===== src/rtl/pipe_stall_ctrl_pkg.sv =====
// Shared stall-vector layout, priority masks and controller state encoding.
// Latency: n/a (types and constants only).
// Backpressure: n/a.
package pipe_stall_ctrl_pkg;

  localparam int STALL_W       = 7;
  localparam int STALL_PC      = 0;
  localparam int STALL_IFID    = 1;
  localparam int STALL_IDEX    = 2;
  localparam int STALL_EXMEM   = 3;
  localparam int STALL_FLUSH   = 5;
  localparam int STALL_MEMBUSY = 6;

  localparam logic [STALL_W-1:0] MASK_MEM = 7'b0001111;
  localparam logic [STALL_W-1:0] MASK_EX  = 7'b0000111;
  localparam logic [STALL_W-1:0] MASK_ID  = 7'b0000011;
  localparam logic [STALL_W-1:0] MASK_IF  = 7'b0000001;

  localparam logic STOP    = 1'b1;
  localparam logic NO_STOP = 1'b0;

  typedef enum logic {
    ST_IDLE  = 1'b0,
    ST_DRAIN = 1'b1
  } state_t;

  typedef struct packed {
    logic mem;
    logic ex;
    logic id;
    logic fetch;
  } stall_req_t;

  // Deepest requesting stage wins; it also holds every stage in front of it.
  function automatic logic [STALL_W-1:0] stall_mask(input stall_req_t req);
    logic [STALL_W-1:0] m;
    m = '0;
    if (req.mem) begin
      m = MASK_MEM;
      m[STALL_MEMBUSY] = STOP;
    end else if (req.ex) begin
      m = MASK_EX;
    end else if (req.id) begin
      m = MASK_ID;
    end else if (req.fetch) begin
      m = MASK_IF;
    end
    return m;
  endfunction

endpackage


===== src/rtl/pipe_stall_ctrl_watchdog.sv =====
// Stall watchdog: saturating run counter of consecutive stalled cycles plus sticky timeout flag.
// Latency: flag rises on the edge that brings the run counter to LIMIT.
// Backpressure: none; observes the stall indication only.
module pipe_stall_ctrl_watchdog
  import pipe_stall_ctrl_pkg::*;
#(
  parameter int LIMIT = 1024
) (
  input  logic clk,
  input  logic rst,
  input  logic stalled,
  output logic timeout
);

  localparam logic [15:0] LIMIT_C = 16'(LIMIT);

  logic [15:0] run_cnt;
  logic [15:0] run_nxt;

  always_comb begin
    run_nxt = '0;
    if (stalled) begin
      run_nxt = (run_cnt == LIMIT_C) ? run_cnt : run_cnt + 16'd1;
    end
  end

  always_ff @(posedge clk) begin
    if (rst) begin
      run_cnt <= '0;
      timeout <= NO_STOP;
    end else begin
      run_cnt <= run_nxt;
      if (run_nxt == LIMIT_C) begin
        timeout <= STOP;
      end
    end
  end

endmodule


===== src/rtl/pipe_stall_ctrl.sv =====
// Central stall/flush controller for the 5-stage pipeline: stall vector, redirect, fetch drain, counters.
// Latency: stall/pc_redirect/new_pc combinational; fetch_discard, counters and timeout registered.
// Backpressure: stall requests hold all upstream stages; a branch blocked by EX/MEM stalls is retried by EX.
module pipe_stall_ctrl
  import pipe_stall_ctrl_pkg::*;
#(
  parameter int WDOG_LIMIT = 1024,
  parameter int CNT_W      = 32
) (
  input  logic               clk,
  input  logic               rst,
  input  logic               stallreq_if,
  input  logic               stallreq_id,
  input  logic               stallreq_ex,
  input  logic               stallreq_mem,
  input  logic               branch_taken_ex,
  input  logic [31:0]        branch_target_ex,
  output logic [STALL_W-1:0] stall,
  output logic               pc_redirect,
  output logic [31:0]        new_pc,
  output logic               fetch_discard,
  output logic               stall_timeout,
  output logic [CNT_W-1:0]   stall_cycles,
  output logic [CNT_W-1:0]   flush_count
);

  stall_req_t req;
  logic       flush;
  logic       stall_any;
  state_t     state_q;
  state_t     state_d;

  assign req   = '{mem: stallreq_mem, ex: stallreq_ex, id: stallreq_id, fetch: stallreq_if};
  assign flush = ~rst & branch_taken_ex & ~stallreq_mem & ~stallreq_ex;

  always_comb begin
    stall       = stall_mask(req);
    pc_redirect = NO_STOP;
    new_pc      = '0;
    // Flush beats ID/IF holds: the younger instructions are being discarded anyway.
    if (flush) begin
      stall[STALL_IDEX:STALL_PC] = '0;
      stall[STALL_FLUSH]         = STOP;
      pc_redirect                = STOP;
      new_pc                     = branch_target_ex;
    end
    if (rst) begin
      stall       = '0;
      pc_redirect = NO_STOP;
      new_pc      = '0;
    end
  end

  assign stall_any = |stall[STALL_EXMEM:STALL_PC];

  // DRAIN covers a fetch issued before the flush that has not yet returned.
  always_comb begin
    state_d = state_q;
    unique case (state_q)
      ST_IDLE:  if (flush && stallreq_if) state_d = ST_DRAIN;
      ST_DRAIN: if (!flush && !stallreq_if) state_d = ST_IDLE;
    endcase
  end

  always_ff @(posedge clk) begin
    if (rst) begin
      state_q <= ST_IDLE;
    end else begin
      state_q <= state_d;
    end
  end

  assign fetch_discard = (state_q == ST_DRAIN);

  always_ff @(posedge clk) begin
    if (rst) begin
      stall_cycles <= '0;
      flush_count  <= '0;
    end else begin
      if (stall_any) stall_cycles <= stall_cycles + CNT_W'(1);
      if (flush)     flush_count  <= flush_count + CNT_W'(1);
    end
  end

  pipe_stall_ctrl_watchdog #(
    .LIMIT (WDOG_LIMIT)
  ) u_watchdog (
    .clk     (clk),
    .rst     (rst),
    .stalled (stall_any),
    .timeout (stall_timeout)
  );

endmodule


===== config.mk =====
export PLATFORM = sky130hd
export DESIGN_NAME = pipe_stall_ctrl
export DESIGN_NICKNAME = d
export VERILOG_FILES = /design/src/rtl/pipe_stall_ctrl_pkg.sv /design/src/rtl/pipe_stall_ctrl_watchdog.sv /design/src/rtl/pipe_stall_ctrl.sv
export SDC_FILE = /design/constraint.sdc
export NUM_CORES = 1
export LEC_CHECK = 0
export ABC_AREA = 1
export BUFFER_PORTS_ARGS = -buffer_cell sky130_fd_sc_hd__buf_2
export CAP_MARGIN = 20
export CORE_MARGIN = 4
export CORE_UTILIZATION = 53
export DETAILED_ROUTE_END_ITERATION = 7
export GPL_TIMING_DRIVEN = 0
export PLACE_DENSITY = 0.82
export SYNTH_ARGS = -nofsm -noshare
export SYNTH_HDL_FRONTEND = slang
export SYNTH_HIERARCHICAL = 1
export SYNTH_SLANG_ARGS = --single-unit
export TNS_END_PERCENT = 50

===== constraint.sdc =====
create_clock -name clk -period 3.4 [get_ports clk]
set_clock_uncertainty 0.2 [all_clocks]
set_input_delay 0 -clock clk [delete_from_list [all_inputs] [get_ports clk]]
set_output_delay 0 -clock clk [all_outputs]
set_load 0.02 [all_outputs]

==> flow_summary.toml, run 1 <==
[yosys]
synth_area_leaders = "dfxtp_1 (33%), nand2_1 (15%), nor2_1 (15%), inv_1 (8.7%), nand3_1 (7.5%)"
yosys_warnings = 6
syn-cell-area_sq_um = 4910
synth_most_common_cell = "nand2_1"
synth-edff-count = 0
avgSynthCellArea_sq_um = 5.99
async_flop_share = 0
synthCells = 819
synth-seq-area-share = 0.335
synth_top_area_cell = "dfxtp_1"
synthTopCellsByCount = "nand2_1 (194), nor2_1 (191), inv_1 (114), dfxtp_1 (82), nand3_1 (74)"
ys_ff_latch = 82
synth-main-ff-cell = "dfxtp_1"
synth_top_area_share = 0.335
syn_nets = 862
ys_types = 33

[placed_design]
gp_congestion = 0.848
io_buffers = 143
hpwl_microns = 10100
placed_cells = 1070

[floorplan]
coreArea_sq_um = 8850
die_x_microns = 104
ios = 145
start_util = 0.555
rows = 34
die_y_microns = 104
die_area_sq_um = 10900

[clock_tree]
cts-resized-gates = 0
cts_sinks = 82
clockBufferDepth = 2
cts_buffers = 9
cts_setup_buffers = 0
cts-root-buf = "clkbuf_8"
clock_latency_ns = 0.35
cts_tree = "done"
htreeDepth = 3
clk_pin_slew_ns = 0.08
cts_hold_buf = 6

[routing]
vias = 5429
wl_microns = 13000
firstDrtPassIters = 5
viasPerCell = 4.97
remaining_drc_errors = 0
drt_iter0_drc = 229
ant_nets = 0
wl_per_cell_microns = 11.9

[setup_path]
ff2ff_setup_slack_ns = 1.42
timing.setup.critical_path_class = "input pin to flop"
setup.worst_path.end_class = "flop"
worstPathArrival_ns = 2.52
r2r-start = "stall_cycles[0]$_SDFFE_PP0P_"
cp.required_ns = 3.43
cp_max_fo = 15
r2r_cells = 9
rr_endpoint = "stall_cycles[22]$_SDFFE_PP0P_"
cp-start-kind = "input pin"

[grt]
grtUsageTotal = 0.239
grt_pass1_wl_microns = 22300
antenna_found_initial = 0
grt_pass1_vias = 4959
gr-total-overflow = 0
grt_max_degree = 16

[hold_path]
hold_path.class = "input pin to flop"
min_to = "stall_cycles[5]$_SDFFE_PP0P_"
hold_depth = 7
worstHoldStart = "stallreq_id"

[timing]
tns_ns = 0
slew_viol_final = 0
period_minus_slack_ns = 2.50
finalSetupViolations = 0
max_clock_freq_mhz = 401
worstMarginPinSlew_ns = 0.605
finalHoldViolations = 0
min_period_over_period = 0.734
maxSlewHeadroom = 0.597
rsz0062_at_grt = "false"

[power]
clockPowerShare = 0.395
power_leakage_uw = 0.00293
seq_power_share = 0.520
power_uw = 1860
powerDensity_nw_per_um2 = 309
power.switching_uw = 460
swShare = 0.247
irDropWorstVdd_mv = 0.266
p_int_uw = 1400
comb_power_share = 0.085

[status]
outcome = "completed"

[finish]
area_growth_pct = 22.7
num-fill-cells = 844
drive_gt1_frac = 0.202
finalNonFillerCells = 1092
antenna_cells = 0
layout.nets = 1022
final_core_utilization = 0.681

[run]
drv_cap = 0
[cell families (layout without fill, tap and decap cells)]
family                     count (synthesis)  after routing  share of synthesized area
adders and majority gates                  4              4                     0.0102
AOI/OAI and AO/OA                         66             66                     0.0696
buffers and inverters                    138            303                      0.113
DFF                                       82             82                      0.335
xor gates and xnor gates                   7              7                     0.0125
and+or+nand+nor                          521            521                      0.459
other                                      1              1                   0.000764
[worst max path at each step]
stage	from	endpoint	cells past startpoint
3_3_place_gp	rst	u_watchdog/timeout$_SDFFE_PP0N_	15
3_5_place_dp	rst	u_watchdog/timeout$_SDFFE_PP0N_	15
6_report	rst	u_watchdog/timeout$_SDFFE_PP0N_	16
2_1_floorplan	stall_cycles[0]$_SDFFE_PP0P_	stall_cycles[26]$_SDFFE_PP0P_	9
4_1_cts	rst	u_watchdog/timeout$_SDFFE_PP0N_	16
5_1_grt	rst	u_watchdog/timeout$_SDFFE_PP0N_	16
[metal layers]
layer  vias up  track usage  part of all wire
met3        12       0.0435             0.063
met4         0       0.0598             0.011
met2       172        0.408              0.45
li1       2871            -                 -
met1      2374        0.313              0.47
met5         -            0                 0
[critical path: stages]
cell	delay, ns
dlygate4sd3_1	0.52
buf_2	0.14
buf_4	0.19
nor2_2	0.07
nand2_4	0.08
nand2_2	0.09
nor2_4	0.19
buf_4	0.25
clkbuf_1	0.42
nand3_1	0.17
nand2_1	0.09
nor2_1	0.05
nand2_1	0.07
nor2_1	0.05
nor2_1	0.08
nor2_1	0.04
[sequential cells by signal, indices dropped and copies added (netlist names)]
| signal | cells |
|---|---|
| u_watchdog/timeout | 1 |
| flush_count | 32 |
| fetch_discard | 1 |
| stall_cycles | 32 |
| u_watchdog/run_cnt | 16 |
[final cells by class]
type,count,area (sq um),share of cell area
Buffer,23,121,0.0201
Clock buffer,12,155,0.0258
Timing Repair Buffer,149,776,0.129
Multi-Input combinational cell,599,2710,0.450
Inverter,115,433,0.0719
Tap cell,108,135,0.0224
Sequential cell,82,1640,0.273
Clock inverter,4,50.0,0.00831
[power groups by stage]
stage	clock, uW	sequential [uW]	combinational [uW]
finish	734	968	158
floorplan	0	994	91.3
detailed placement	0	991	152
global placement	0	991	151
global route	778	969	177
CTS	746	968	158
[cell usage in the layout, fill, tap and decap left out, types with 2 or more instances in the layout]
cell type / count
buf_1: 6
inv_1: 114
buf_2: 144
clkbuf_8: 11
nor2_1: 191
o21ai_0: 17
xnor2_1: 4
nor3_1: 6
nor2_2: 12
buf_4: 9
dfxtp_1: 82
clkinvlp_4: 2
and2_1: 3
nand4_1: 20
clkbuf_1: 8
o21ai_1: 3
nand3_1: 74
nand2_2: 4
ha_1: 4
dlygate4sd3_1: 6
nand2_1: 194
nor2_4: 8
xor2_1: 3
a21oi_1: 42
clkinv_2: 2
o21a_1: 2
nand3_2: 3
[metrics by stage]
stage | hold slack [ns] | cell area [sq um] | worst slack (ns)
after global routing | 0.125 | 6020 | 0.721
after CTS | 0.0897 | 6020 | 0.934
final | 0.105 | 6020 | 0.903
after floorplan | -0.0806 | 4910 | 1.52
after detailed placement | 0.0762 | 5760 | 1.09
after global placement | 0.0680 | 5760 | 1.07
(Power assumes the default switching activity.)
==> inputs of run 2 (changes only) <==
Settings changed: CORE_UTILIZATION 53 to 47, PLACE_DENSITY 0.82 to 0.77.
Clock period 3.4 ns to 2.1 ns, I/O delays scaled along.
==> flow_summary.toml, run 2 (synthesized netlist as in run 1, its figures left out) <==
[timing]
rsz0062_at_grt = "false"
min_period_over_period = 0.924
period_minus_slack_ns = 1.94
maxSlewHeadroom = 0.582
finalSetupViolations = 0
max_clock_freq_mhz = 516
timing.final.ws_setup_ns = 0.160
tns_ns = 0
worstMarginPinSlew_ns = 0.627
slew_viol_final = 0
finalHoldViolations = 0

[finish]
drive_gt1_frac = 0.210
antenna_cells = 0
final_core_utilization = 0.597
final_common_cell = "nand2_1"
layout.nets = 1027
design_area_sq_um = 6110
num-fill-cells = 1039
reg.largest.list = "flush_count: 32 flops, stall_cycles: 32 flops, u_watchdog/run_cnt: 16 flops"
area_growth_pct = 24.5
final_cell_mix = "nand2_1 (193), nor2_1 (191), buf_2 (144), inv_1 (114), dfxtp_1 (79)"

[clock_tree]
cts_tree = "done"
cts_buffers = 9
clockBufferDepth = 2
cts-root-buf = "clkbuf_8"
clk_pin_slew_ns = 0.09
htreeDepth = 3
clock_latency_ns = 0.36
cts_sinks = 82

[placed_design]
hpwl_microns = 10100
dpl_cell_area_sq_um = 5790
io_buffers = 143
gp_congestion = 0.890
dpl_worst_slack_ns = -0.252

[setup_path]
r2r_cells = 9
r2r-start = "stall_cycles[1]$_SDFFE_PP0P_"
timing.setup.critical_path_class = "flop to flop"
setup.worst_path.end = "stall_cycles[26]$_SDFFE_PP0P_"
ff2ff_setup_slack_ns = 0.16
cp_max_fo = 10
worstPathArrival_ns = 1.99
cp.required_ns = 2.15
cp-startpoint = "stall_cycles[1]$_SDFFE_PP0P_"
cp-start-kind = "flop"
setup.worst_path.end_class = "flop"
rr_endpoint = "stall_cycles[26]$_SDFFE_PP0P_"

[power]
irDropWorstVdd_mv = 0.305
power_uw = 3010
powerDensity_nw_per_um2 = 492
power_leakage_uw = 0.00295

[floorplan]
rows = 37
die_y_microns = 110
die_x_microns = 110
die_area_sq_um = 12100
coreArea_sq_um = 10200
start_util = 0.480
ios = 145

[hold_path]
hold_path.class = "input pin to flop"
worstHoldStart = "stallreq_ex"

[routing]
wl_per_cell_microns = 11.9
ant_nets = 0
drt_iter0_drc = 276
vias = 5513
firstDrtPassIters = 5
wl_microns = 13400
remaining_drc_errors = 0
viasPerCell = 4.90

[grt]
gr-total-overflow = 0
grt_max_degree = 16
antenna_found_initial = 0
grt_pass1_vias = 4769
grt_pass1_wl_microns = 21600
grtUsageTotal = 0.221

[run]
drv_cap = 0

[status]
outcome = "completed"
run 2: changes by cell type in the layout (fill, tap and decap cells not counted), sizes merged:
| cell | change |
|---|---|
| buf | +3 |
| clkbuf | -2 |
| clkinv | +1 |
| dlygate4sd3 | +1 |
| inv | +1 |
| nor2 | +1 |
run 2: where the power goes:
group,switching (uW),leakage (uW),internal (uW)
registers,7.61,0.000662,1560
clock network,601,0.0000987,582
logic,161,0.00219,94.8
total,770,0.00295,2240
run 2: area by class of cell:
cell class	count	area, sq um	area share
Buffer	23	121	0.0199
Clock buffer	10	138	0.0225
Clock inverter	6	63.8	0.0104
Inverter	115	433	0.0709
Multi-Input combinational cell	600	2730	0.447
Sequential cell	82	1650	0.269
Tap cell	136	170	0.0279
Timing Repair Buffer	153	808	0.132
run 2: worst max-delay path: stages (launching register included):
cell	delay, ns
dfxtp_1	0.39
ha_1	0.19
nand3_1	0.16
nor2_4	0.19
nand3_1	0.14
nor2_4	0.18
buf_4	0.19
nand3_1	0.07
nand2_1	0.07
nor2_1	0.04
run 2: worst min path at each step:
stage,to,slack [ns],cells past startpoint
floorplan,new_pc[0],-0.08,2
global placement,fetch_discard$_SDFF_PP0_,0.07,3
detailed placement,fetch_discard$_SDFF_PP0_,0.07,3
CTS,fetch_discard$_SDFF_PP0_,0.02,5
global route,fetch_discard$_SDFF_PP0_,0.08,5
finish,fetch_discard$_SDFF_PP0_,0.05,5
run 2: metal layers:
metal  wire length, microns  vias up  track usage
met1                   6010     2430        0.287
met3                   1060       16       0.0524
met4                    147        0       0.0572
li1                       -     2882            -
met5                      0        -            0
met2                   6220      185        0.369
run 2: through the flow:
step                      std cells  hold slack, ns
after floorplan                 819         -0.0806
after global placement         1098          0.0709
after detailed placement       1098          0.0689
after CTS                      1121          0.0244
after global routing           1125          0.0751
final                          1125          0.0455
run 2: repair_timing:
action / 4_1_cts / 5_1_grt
hold buffers: 7 / 0
buffers inserted: 0 / 3
endpoints found under the hold margin: 18 / 0
setup endpoints to repair: 0 / 7
resized for setup: 0 / 6
